## config.mk

```make
export PLATFORM = sky130hd
export DESIGN_NAME = imem_loader_flat
export DESIGN_NICKNAME = d
export VERILOG_FILES = /design/src/rtl/imem_loader_if.sv /design/src/rtl/imem_loader.sv /design/src/flat_wrapper.sv
export SDC_FILE = /design/constraint.sdc
export NUM_CORES = 1
export LEC_CHECK = 0
export ABC_AREA = 1
export BUFFER_PORTS_ARGS = -buffer_cell sky130_fd_sc_hd__buf_2
export CAP_MARGIN = 15
export CORE_MARGIN = 1
export CORE_UTILIZATION = 57
export CTS_CLUSTER_SIZE = 24
export DETAILED_ROUTE_END_ITERATION = 8
export PLACE_DENSITY = 0.79
export RECOVER_POWER = 100
export SYNTH_ARGS = -nofsm -noshare
export SYNTH_HDL_FRONTEND = slang
export SYNTH_SLANG_ARGS = --single-unit
```

## constraint.sdc

```tcl
create_clock -name clk -period 1.85 [get_ports clk]
set_clock_uncertainty 0.05 [all_clocks]
set_input_delay 0.0925 -clock clk [delete_from_list [all_inputs] [get_ports clk]]
set_output_delay 0.0925 -clock clk [all_outputs]
set_load 0.01 [all_outputs]
```

## src/rtl/imem_loader_if.sv

```systemverilog
// Host-side load port of the instruction-memory loader: byte stream in,
// memory write strobe, and the CPU hold/status outputs.
interface imem_loader_if #(parameter int ADDR_W = 8);
  logic              start;
  logic [7:0]        in_byte;
  logic              in_valid;
  logic              in_ready;
  logic              out_we;
  logic [ADDR_W-1:0] out_addr;
  logic [31:0]       out_wdata;
  logic              cpu_hold;
  logic              done;
  logic              error;

  modport master (
    output start, in_byte, in_valid,
    input  in_ready, out_we, out_addr, out_wdata, cpu_hold, done, error
  );

  modport slave (
    input  start, in_byte, in_valid,
    output in_ready, out_we, out_addr, out_wdata, cpu_hold, done, error
  );
endinterface

```

## src/rtl/imem_loader.sv

```systemverilog
// Loads a length-prefixed, XOR-checksummed byte stream into instruction memory
// as little-endian 32-bit words, holding the CPU until the image verifies.
module imem_loader #(
  parameter int ADDR_W = 8
) (
  input logic         clk,
  input logic         reset,
  imem_loader_if.slave bus
);

  typedef enum logic [2:0] {IDLE, LEN0, LEN1, DATA, WRITE, CSUM, DONE, ERROR} state_t;

  localparam logic [16:0] MAX_WORDS = 17'(1) << ADDR_W;

  state_t          state;
  logic [15:0]     len;
  logic [ADDR_W:0] word_idx;
  logic [1:0]      byte_idx;
  logic [7:0]      csum;
  logic [23:0]     shift;

  logic        xfer;
  logic [15:0] len_next;
  logic [16:0] idx_inc;

  assign xfer     = bus.in_valid & bus.in_ready;
  assign len_next = {bus.in_byte, len[7:0]};
  assign idx_inc  = 17'(word_idx) + 17'd1;

  always_ff @(posedge clk) begin
    if (reset) begin
      state         <= IDLE;
      len           <= '0;
      word_idx      <= '0;
      byte_idx      <= '0;
      csum          <= '0;
      shift         <= '0;
      bus.in_ready  <= 1'b0;
      bus.out_we    <= 1'b0;
      bus.out_addr  <= '0;
      bus.out_wdata <= '0;
      bus.cpu_hold  <= 1'b1;
      bus.done      <= 1'b0;
      bus.error     <= 1'b0;
    end else begin
      bus.out_we <= 1'b0;
      case (state)
        IDLE, DONE: begin
          if (bus.start) begin
            state        <= LEN0;
            word_idx     <= '0;
            byte_idx     <= '0;
            csum         <= '0;
            bus.done     <= 1'b0;
            bus.cpu_hold <= 1'b1;
            bus.in_ready <= 1'b1;
          end
        end
        LEN0: begin
          if (xfer) begin
            len[7:0] <= bus.in_byte;
            state    <= LEN1;
          end
        end
        LEN1: begin
          if (xfer) begin
            len[15:8] <= bus.in_byte;
            if ({1'b0, len_next} > MAX_WORDS) begin
              state        <= ERROR;
              bus.in_ready <= 1'b0;
              bus.error    <= 1'b1;
            end else if (len_next == 16'd0) begin
              state <= CSUM;
            end else begin
              state <= DATA;
            end
          end
        end
        DATA: begin
          if (xfer) begin
            shift    <= {bus.in_byte, shift[23:8]};
            csum     <= csum ^ bus.in_byte;
            byte_idx <= byte_idx + 2'd1;
            if (byte_idx == 2'd3) begin
              // Strobe is issued while in WRITE, so it lasts exactly one cycle.
              state         <= WRITE;
              bus.in_ready  <= 1'b0;
              bus.out_we    <= 1'b1;
              bus.out_addr  <= word_idx[ADDR_W-1:0];
              bus.out_wdata <= {bus.in_byte, shift};
            end
          end
        end
        WRITE: begin
          word_idx     <= word_idx + 1'b1;
          bus.in_ready <= 1'b1;
          state        <= (idx_inc == {1'b0, len}) ? CSUM : DATA;
        end
        CSUM: begin
          if (xfer) begin
            bus.in_ready <= 1'b0;
            if (bus.in_byte == csum) begin
              state        <= DONE;
              bus.done     <= 1'b1;
              bus.cpu_hold <= 1'b0;
            end else begin
              state     <= ERROR;
              bus.error <= 1'b1;
            end
          end
        end
        ERROR: begin
          bus.in_ready <= 1'b0;
        end
        default: state <= IDLE;
      endcase
    end
  end

endmodule

```

## src/flat_wrapper.sv

```systemverilog
// flat-port wrapper written by rule: the top's interface ports become plain ports
module imem_loader_flat 
#(
  parameter int ADDR_W = 8
)
  (clk, reset, bus_start, bus_in_byte, bus_in_valid, bus_in_ready, bus_out_we, bus_out_addr, bus_out_wdata, bus_cpu_hold, bus_done, bus_error);
  imem_loader_if #(.ADDR_W(ADDR_W)) bus_i ();
  input logic clk;
  input logic reset;
  input wire logic [$bits(bus_i.start)-1:0] bus_start;
  input wire logic [$bits(bus_i.in_byte)-1:0] bus_in_byte;
  input wire logic [$bits(bus_i.in_valid)-1:0] bus_in_valid;
  output wire logic [$bits(bus_i.in_ready)-1:0] bus_in_ready;
  output wire logic [$bits(bus_i.out_we)-1:0] bus_out_we;
  output wire logic [$bits(bus_i.out_addr)-1:0] bus_out_addr;
  output wire logic [$bits(bus_i.out_wdata)-1:0] bus_out_wdata;
  output wire logic [$bits(bus_i.cpu_hold)-1:0] bus_cpu_hold;
  output wire logic [$bits(bus_i.done)-1:0] bus_done;
  output wire logic [$bits(bus_i.error)-1:0] bus_error;
  assign bus_i.start = bus_start;
  assign bus_i.in_byte = bus_in_byte;
  assign bus_i.in_valid = bus_in_valid;
  assign bus_in_ready = bus_i.in_ready;
  assign bus_out_we = bus_i.out_we;
  assign bus_out_addr = bus_i.out_addr;
  assign bus_out_wdata = bus_i.out_wdata;
  assign bus_cpu_hold = bus_i.cpu_hold;
  assign bus_done = bus_i.done;
  assign bus_error = bus_i.error;
  imem_loader #(.ADDR_W(ADDR_W)) u_core (.clk(clk), .reset(reset), .bus(bus_i));
endmodule
```

==> results.cfg <==
[placed_design]
place_inst = 724
placed_area_um2 = 4800
hpwl_mm = 7.12
gp_congestion = 0.917
dp_slack_ns = 0.0239
port_buffers = 56

[yosys]
synth.most_common_cell = dfxtp_1
synth_area_per_cell_um2 = 7.57
syn_area_um2 = 4420
syn_nets = 598
yosys_warnings = 0
synth_edf_count = 0
ys.flop_type = dfxtp_1
ys_seq_elements = 107
synth_cells = 584
synth_top_area_share_pct = 48.4
yosysTopAreaCell = dfxtp_1
synth_area_leaders = dfxtp_1 48%, o21ai_0 7.7%, nand2_1 7.6%
synth.distinct_cells = 32
netlist_top_cells_count = 107 x dfxtp_1, 90 x nand2_1, 74 x nor2_1
yosysSeqAreaShare_pct = 48.4
synthArstFlopShare_pct = 0

[clock_tree]
clk_pin_slew_ns = 0.10
cts_inserted_buffers = 9
cts_root_buf = clkbuf_8
cts_tree = done
cts_num_sinks = 107
clk_latency_ns = 0.37
cts.path.max_buffers = 2
htreeDepth = 3

[route]
dr.pass1.iters = 5
via_per_inst = 5.39
drcViolationCount = 0
wl_per_cell_um = 13.7
wl_mm = 10.2
ant_nets = 0
num_vias = 4004
drt_iter0_markers = 228

[critical_path]
arrival_ns = 1.95
required_ns = 2.09
critPathMaxFanout = 19
crit_chain = ha_1, inv_1, nor2_1, nand2_2, buf_4, nor2_4, inv_2, a22oi_1
endpoint_kind = flop
start_kind = flop
slowest_stage = dfxtp_1
worstSetupPathType = reg2reg
r2r_cells = 8
slowest_delay_ns = 0.37

[timing]
setup_violations = 0
max-slew-margin-rel_pct = 68.9
hold_viol = 0
post-route-min-period_ns = 1.71
max_clock_freq_mhz = 586
worst_pin_slew_ns = 0.465
setup_tns_ns = 0
fin_hold_ws_ns = 0.0345
finalMaxSlewViolations = 0
grt_setup_unrepaired = true
fin_crit_sh_pct = 92.2
fin_ws_ns = 0.144

[outcome]
status = finished, final reports clean

[global_route]
grt_util_all_layers_pct = 25.4
grt.overflow.total = 0
grt_start_max_net_pins = 78
antenna_found_initial = 0
first_global_vias = 3517
grt_pass1_wl_mm = 16.8

[die]
die_y_um = 90.1
io_pins = 57
die_w_um = 90.1
dieArea_um2 = 8110
rows = 31
start_util_pct = 60.0
coreArea_um2 = 7370

[finish]
final_layout_size_suffix_gt1_share_pct = 12.0
diodes = 0
area_growth_pct = 13.7
num-nets-final = 653
final_area_um2 = 5030
stdcell_count = 743
fillerInstances = 661

[min_path]
hold_path.class = in2reg
holdPathStages = 3

[power_and_ir_drop]
power.leakage_nw = 2.05
powerDensity_nw_per_um2 = 1030
max-vdd-ir-drop_mv = 0.579

[run]
drv_cap = 0
-- worst max-delay path: cells and delay by family (launching register included) --
family,cells,cell delay [ns]
buffers and inverters,3,0.41
and+or+nand+nor,3,0.43
adders and majority gates,1,0.17
DFF,1,0.37
AOI/OAI and AO/OA,1,0.21
-- what timing repair did --
action | in CTS | in global routing
buffers inserted | 0 | 1
hold buffers | 2 | 0
setup endpoints to repair | 1 | 4
pin swaps | 0 | 3
gates resized for setup | 1 | 16
hold endpoints to repair | 5 | 0
-- layout by cell type, fill, tap and decap left out, types with 5 or more instances in the layout --
| cell type | count |
|---|---|
| dfxtp_1 | 104 |
| nand2_1 | 89 |
| o21ai_0 | 74 |
| nor2_1 | 71 |
| a21oi_1 | 62 |
| clkbuf_1 | 46 |
| inv_1 | 43 |
| nand3_1 | 32 |
| a22oi_1 | 12 |
| clkbuf_8 | 11 |
| buf_2 | 11 |
| nor2_2 | 10 |
| xor2_1 | 9 |
| buf_4 | 9 |
| inv_2 | 7 |
| nand2_2 | 6 |
| nor2_4 | 5 |
-- cell type report --
class / instances / area (µm²) / area share (%)
clock buffer: 11 / 151 / 3.01
clock inverter: 5 / 68.8 / 1.37
inverter: 51 / 194 / 3.86
multi-input combinational: 399 / 1990 / 39.6
sequential: 107 / 2150 / 42.8
tap: 99 / 124 / 2.46
timing repair buffer: 71 / 345 / 6.87
-- final timing paths --
check | start | to | slack (ns)
worst max-delay path | u_core.byte_idx[0]$_SDFFE_PP0P_ | u_core.bus.out_wdata[13]$_SDFFE_PP0P_ | 0.14
worst min-delay path | bus_in_byte[3] | u_core.len[3]$_SDFFE_PP0P_ | 0.03
worst max register to register | u_core.byte_idx[0]$_SDFFE_PP0P_ | u_core.bus.out_wdata[13]$_SDFFE_PP0P_ | 0.14
worst min register to register | u_core.bus.error$_SDFFE_PP0P_ | u_core.bus.error$_SDFFE_PP0P_ | 0.42
-- metal layers --
layer  up-vias  wire length (µm)  global-route usage [%]
met5         -                 0                       0
met4         0               112                    6.85
met3        13               547                    4.91
met2       118              4740                    40.8
met1      1837              4770                    35.0
li1       2036                 -                       -
-- registers in the layout, summed over array words and instances, names as in the netlist, 2 cells and up --
name                  cells
u_core.bus.out_wdata     32
u_core.shift             24
u_core.len               16
u_core.word_idx           9
u_core.bus.out_addr       8
u_core.csum               8
u_core.state              3
u_core.byte_idx           2
-- cells by family after synthesis --
kind of cell	after synthesis	share of synthesized area [%]
simple gates	226	22.3
compound gates	161	19.4
flops	107	48.4
buf+inv	78	7.30
xor+xnor	10	1.98
fa+ha+maj	2	0.566
-- power by group --
group	leakage, nW	internal (mW)	switching [mW]
logic	1.07	0.362	0.705
clock network	0.110	0.722	0.817
registers	0.867	2.47	0.121
total	2.05	3.56	1.64
-- metrics by stage --
stage | power [mW] | util, %
floorplan | 3.42 | -
CTS | 5.21 | 68.4
finish | 5.20 | 68.2
global placement | 3.67 | 65.1
global route | 5.49 | 68.2
detailed placement | 3.69 | 65.1
Note: power is estimated with default switching activity, not from simulation.
